===== src/rtl/spi_slave_ctrl.sv =====
// spi_slave_ctrl: SPI-style serial front end for a small RAM.
// Receives ADDR_SIZE+2 bit command words (2-bit opcode + payload), MSB first,
// one bit per clk while SS_n is low, and forwards them on rx_data/rx_valid.
// A read-data command waits for tx_valid and then shifts tx_data out on MISO.
// Optional build macro: CMD_ERR_EN adds opcode checking and the cmd_err port.
//
// state     | meaning
// IDLE      | waiting for SS_n sampled low
// CHK_CMD   | sampling word MSB, which selects the command path
// WRITE     | shifting a write command (address or data) word
// READ_ADD  | shifting a read-address word; completion sets rd_addr_seen
// READ_DATA | shifting a read-data word, then waiting for tx_valid and driving MISO
module spi_slave_ctrl #(
  parameter int ADDR_SIZE = 8
) (
  input  logic                 clk,
  input  logic                 rst,
  input  logic                 SS_n,
  input  logic                 MOSI,
  output logic                 MISO,
  output logic [ADDR_SIZE+1:0] rx_data,
  output logic                 rx_valid,
  input  logic [ADDR_SIZE-1:0] tx_data,
  input  logic                 tx_valid
`ifdef CMD_ERR_EN
  ,
  output logic                 cmd_err
`endif
);

  localparam int W  = ADDR_SIZE + 2;
  localparam int CW = $clog2(W + 1);
  localparam int TW = $clog2(ADDR_SIZE + 1);

  typedef enum logic [2:0] {
    IDLE,
    CHK_CMD,
    WRITE,
    READ_ADD,
    READ_DATA
  } state_t;

  state_t                state, state_nxt;
  logic [CW-1:0]         bit_cnt;
  logic [W-2:0]          shift_reg;
  logic [W-1:0]          word_nxt;
  logic                  rd_addr_seen;
  logic                  rd_wait;
  logic [ADDR_SIZE-1:0]  tx_shift;
  logic [TW-1:0]         tx_cnt;
  logic                  op_ok;
  logic                  shifting;
  logic                  last_bit;

  // Word as it stands once the current MOSI bit is included.
  assign word_nxt = {shift_reg, MOSI};
  assign shifting = (state == WRITE) || (state == READ_ADD) || (state == READ_DATA);
  assign last_bit = shifting && (bit_cnt == CW'(W - 1));

`ifdef CMD_ERR_EN
  // Opcode must agree with the path chosen by the word MSB and rd_addr_seen.
  always_comb begin
    op_ok = 1'b0;
    case (state)
      WRITE:     op_ok = (word_nxt[W-1] == 1'b0);
      READ_ADD:  op_ok = (word_nxt[W-1:W-2] == 2'b10);
      READ_DATA: op_ok = (word_nxt[W-1:W-2] == 2'b11);
      default:   op_ok = 1'b0;
    endcase
  end
`else
  assign op_ok = 1'b1;
`endif

  // MISO is only live while tx bits remain in the READ_DATA shift phase.
  assign MISO = (!rst && (state == READ_DATA) && (tx_cnt != '0)) ? tx_shift[ADDR_SIZE-1] : 1'b0;

  // State register.
  always_ff @(posedge clk) begin
    if (rst) state <= IDLE;
    else     state <= state_nxt;
  end

  // Next-state logic; SS_n high returns to IDLE from anywhere.
  always_comb begin
    state_nxt = state;
    if (SS_n) begin
      state_nxt = IDLE;
    end else begin
      case (state)
        IDLE:    state_nxt = CHK_CMD;
        CHK_CMD: begin
          if (!MOSI)             state_nxt = WRITE;
          else if (rd_addr_seen) state_nxt = READ_DATA;
          else                   state_nxt = READ_ADD;
        end
        default: state_nxt = state;
      endcase
    end
  end

  // Receive shifter, word hand-off, read-data capture and MISO shifter.
  always_ff @(posedge clk) begin
    if (rst) begin
      bit_cnt      <= '0;
      shift_reg    <= '0;
      rx_data      <= '0;
      rx_valid     <= 1'b0;
      rd_addr_seen <= 1'b0;
      rd_wait      <= 1'b0;
      tx_shift     <= '0;
      tx_cnt       <= '0;
`ifdef CMD_ERR_EN
      cmd_err      <= 1'b0;
`endif
    end else begin
      rx_valid <= 1'b0;
`ifdef CMD_ERR_EN
      cmd_err  <= 1'b0;
`endif
      if (SS_n) begin
        // Abort: drop any partial word and pending read; rd_addr_seen survives.
        bit_cnt   <= '0;
        shift_reg <= '0;
        rd_wait   <= 1'b0;
        tx_shift  <= '0;
        tx_cnt    <= '0;
      end else begin
        if (state == CHK_CMD) begin
          shift_reg <= {{(W-2){1'b0}}, MOSI};
          bit_cnt   <= CW'(1);
        end else if (shifting && (bit_cnt != CW'(W))) begin
          shift_reg <= word_nxt[W-2:0];
          bit_cnt   <= bit_cnt + CW'(1);
          if (last_bit) begin
            if (op_ok) begin
              rx_data  <= word_nxt;
              rx_valid <= 1'b1;
              if (state == READ_ADD) rd_addr_seen <= 1'b1;
            end
`ifdef CMD_ERR_EN
            else begin
              cmd_err <= 1'b1;
            end
`endif
          end
        end

        if (state == READ_DATA) begin
          // The wait for RAM data opens the cycle after the accepted word's strobe.
          if (rx_valid) rd_wait <= 1'b1;
          if (rd_wait && tx_valid) begin
            tx_shift     <= tx_data;
            tx_cnt       <= TW'(ADDR_SIZE);
            rd_wait      <= 1'b0;
            rd_addr_seen <= 1'b0;
          end else if (tx_cnt != '0) begin
            tx_shift <= {tx_shift[ADDR_SIZE-2:0], 1'b0};
            tx_cnt   <= tx_cnt - TW'(1);
          end
        end
      end
    end
  end

endmodule


===== config.mk =====
export PLATFORM = sky130hd
export DESIGN_NAME = spi_slave_ctrl
export DESIGN_NICKNAME = d
export VERILOG_FILES = /design/src/rtl/spi_slave_ctrl.sv
export SDC_FILE = /design/constraint.sdc
export NUM_CORES = 1
export LEC_CHECK = 0
export BUFFER_PORTS_ARGS = -buffer_cell sky130_fd_sc_hd__buf_4
export CORE_MARGIN = 3
export CORE_UTILIZATION = 50
export CTS_CLUSTER_SIZE = 12
export DETAILED_ROUTE_END_ITERATION = 7
export PLACE_DENSITY = 0.79
export SLEW_MARGIN = 20
export SYNTH_ARGS = -nofsm -noshare
export SYNTH_HDL_FRONTEND = slang
export SYNTH_SLANG_ARGS = --single-unit
export TNS_END_PERCENT = 20

===== constraint.sdc =====
create_clock -name clk -period 1.7 [get_ports clk]
set_input_delay 0.085 -clock clk [delete_from_list [all_inputs] [get_ports clk]]
set_output_delay 0.085 -clock clk [all_outputs]
set_load 0.02 [all_outputs]

==> results.md <==
* Mapped Area at ~1700 um2
* Layout Nets at ~250
* Area share of the largest cell type after synthesis at 47.2%
* Syn Nets at between 200 and 250
* Failing checks: setup timing
* Std cell rows at 20
* Total Power at between 1.5 and 2 mW
* Share of layout cells above drive strength 1 at a little over a quarter
* Max-cap violations at 0
* RSZ-0062 raised after global routing: true
* Cell taking the most area after synthesis: dfxtp_1
* Sequential element share of the synthesized area at about 47%
* Gr usage total at roughly a fifth
* Crit path DAT at around 2.0 ns
* Reg2reg start: state[0]
* Synthesized flop and latch total at 41
* Die width at approximately 65 um
* Pleak at ~0.86 nW
* Synth top area cells: dfxtp_1, mux2i_1, nor2_1
* Number of global-route vias before repair at about 1500
* Post-Synthesis Cells at about 190
* Minimum clock period after layout at 1.75 ns
* Initial antenna violation count at 0
* Final Worst Setup Slack at -0.0451 ns
* TritonRoute pass-1 iters at 4
* Clk_lat worst skew at 0.36 ns
* Slowest stage delay, CP at 0.40 ns
* Syn_area_per_cell at 9.30 um2
* Global route total overflow at 0
* Power Density at just over 800 nW/um2
* H-tree depth at 2
* Largest net degree at the start of global routing at 18
* Final wirelength at a little under 4000 um
* DIE AREA at approximately 4200 um2
* Max reg flops at 10
* Pin slew with the least headroom to its limit at between 0.3 and 0.4 ns
* Worst hold stages at 3
* Fin cells at around 270
* First-pass GRT wire length at around 6600 um
* FF-to-FF setup slack at -0.05 ns
* Yosys cell types at 38
* Number of CTS-inserted buffers at 5
* Synth-to-Final Area Change at 29.3%
* Wire per inst at roughly 14 um
* FMAX at 0.573 GHz
* Worst hold endpoint: state[2]
* Reg2Reg Depth at 6
* Worst setup EP type: flip-flop
* Req. time, crit path at a little under 2 ns
* Outcome: finished, violations left
* Hold Crit Class: input pin to flip-flop
* HPWL Detailed at between 2000 and 3000 um
* Worst setup SP type: flip-flop
* Reg-to-Reg End: rx_data[0]
* Final ANT Viol Nets at 0
* Iter 0 DRT Violations at between 50 and 60
* Critical-path cell list: or3b_4 > buf_4 > a211oi_4 > buf_12 > mux2i_1 > nor2_1
* IO buf count at 24
* # diodes at 0
* Core area at 3180 um2
* CTS tree: built
* Routed via count at 1469
* Clock slew at reported path FFs at roughly 0.12 ns
* HP Start: MOSI
* CTS root buf: clkbuf_4
* Worst Clk Skew at between 0.015 and 0.02 ns
* Worst Setup SP: state[0]
* Tcrit/Tclk final at 103%
* CP max FO at 11
* Initial Utilization at between 50% and 60%
* Die Y at 65.0 um
* Gpl congestion at between 0.8 and 0.9
* Clock sink total at between 40 and 50
* Final Hold Violating Endpoints at 0
* YS warnings at 0
* Final setup violation count at 3
* IO Pins at 25
* Relative slew margins at 73.5%
* DRC at 0
* Worst VDD drop at ~0.6 mV
* Crit-path slowest cell: or3b_4
* Max Buffers Root-to-Sink at 2
* Slew Limit Fails at 0
* Setup Crit Path Kind: flip-flop to flip-flop
* DP Cell Count at around 260
* Fill cells at roughly 240
* Number of vias per cell at around 5.4
==> critical path, delay by kind of cell, from the launching register on <==
family                 cells  cell delay [ns]
buffers and inverters      2             0.35
DFF                        1             0.34
AOI/OAI and AO/OA          1             0.28
and+or+nand+nor            2             0.46
muxes                      1             0.23
==> report_power, final <==
group / switching [mW] / internal [mW] / leakage, nW
registers: 0.00407 / 0.966 / 0.332
logic: 0.0462 / 0.0384 / 0.473
clock network: 0.335 / 0.463 / 0.0558
==> cell families (layout without fill, tap and decap cells) <==
family / Yosys count / in the layout / synth area share (%)
muxes: 17 / 17 / 9.78
DFF: 41 / 41 / 47.2
and+or+nand+nor: 67 / 67 / 17.8
buffers and inverters: 13 / 54 / 3.81
xor gates and xnor gates: 3 / 3 / 1.51
adders and majority gates: 5 / 5 / 3.60
AOI/OAI and AO/OA: 41 / 41 / 16.3
==> cell usage after synthesis <==
cell type	instances
o31ai_1	3
o21a_1	1
or3_1	1
a21oi_1	16
a21boi_2	1
o21ai_1	2
a211oi_4	1
clkbuf_1	5
nand3_1	2
nand4bb_1	1
nand4_1	1
dfxtp_1	41
nand4b_1	1
ha_1	5
o211ai_1	1
and3b_1	1
nor2b_1	1
xor2_1	2
or3b_1	1
buf_6	2
a211oi_1	8
o21ai_0	3
nand2_1	22
a31oi_4	1
buf_2	2
nand2b_1	2
nor3b_1	1
xnor2_1	1
inv_1	4
nor3_1	4
and2_1	1
a31oi_1	3
mux2i_1	17
and2b_1	1
or2_2	1
o2111ai_1	1
nand3b_1	1
nor2_1	25
==> metrics by stage <==
| stage | worst slack [ns] | setup TNS, ns | instance area (um2) | hold WS (ns) | util [%] |
|---|---|---|---|---|---|
| 2_1_floorplan | 0.0591 | 0 | 1740 | 0.157 | - |
| 3_3_place_gp | 0.115 | 0 | 2040 | 0.330 | 64.1 |
| 3_5_place_dp | 0.0582 | 0 | 2040 | 0.343 | 64.1 |
| 4_1_cts | -0.0363 | -0.0396 | 2210 | 0.0218 | 69.6 |
| 5_1_grt | -0.0693 | -0.421 | 2250 | 0.0283 | 70.7 |
| 6_report | -0.0451 | -0.0921 | 2250 | 0.0401 | 70.7 |
==> layout by cell type (no fill, tap or decap), types with 5 or more instances in the layout <==
master	instances
a21oi_1	15
buf_4	36
clkbuf_4	5
dfxtp_1	37
ha_1	5
mux2i_1	17
nand2_1	22
nor2_1	25
==> repair_timing <==
| item | in CTS | in global routing |
|---|---|---|
| endpoints found under the setup margin | 1 | 25 |
| resized for setup | 7 | 7 |
| setup buffers | 3 | 1 |
| endpoints found under the hold margin | 10 | 0 |
| pin swaps | 2 | 3 |
| hold buffers | 2 | 0 |
==> cell type report <==
| cell class | count | area (um2) | share of cell area (%) |
|---|---|---|---|
| timing repair buffer | 42 | 353 | 15.7 |
| tap | 44 | 55.1 | 2.45 |
| inverter | 4 | 15.0 | 0.668 |
| clock inverter | 3 | 68.8 | 3.06 |
| clock buffer | 5 | 37.5 | 1.67 |
| multi-input combinational | 133 | 893 | 39.7 |
| sequential | 41 | 826 | 36.7 |
==> worst max-delay path by stage <==
stage,slack (ns),endpoint
after global routing,-0.07,MISO
after detailed placement,0.06,tx_shift[2]
after global placement,0.11,tx_shift[1]
after floorplan,0.06,rx_data[0]
final,-0.05,rx_data[0]
after CTS,-0.04,MISO
==> routing by layer <==
layer / track usage [%] / routed length (um) / vias to the layer above
li1: - / - / 732
met1: 23.7 / 1700 / 698
met2: 35.5 / 1930 / 33
met3: 5.72 / 193 / 6
met4: 4.75 / 37 / 0
met5: 0 / 0 / -
Note: power is estimated with default switching activity, not from simulation.
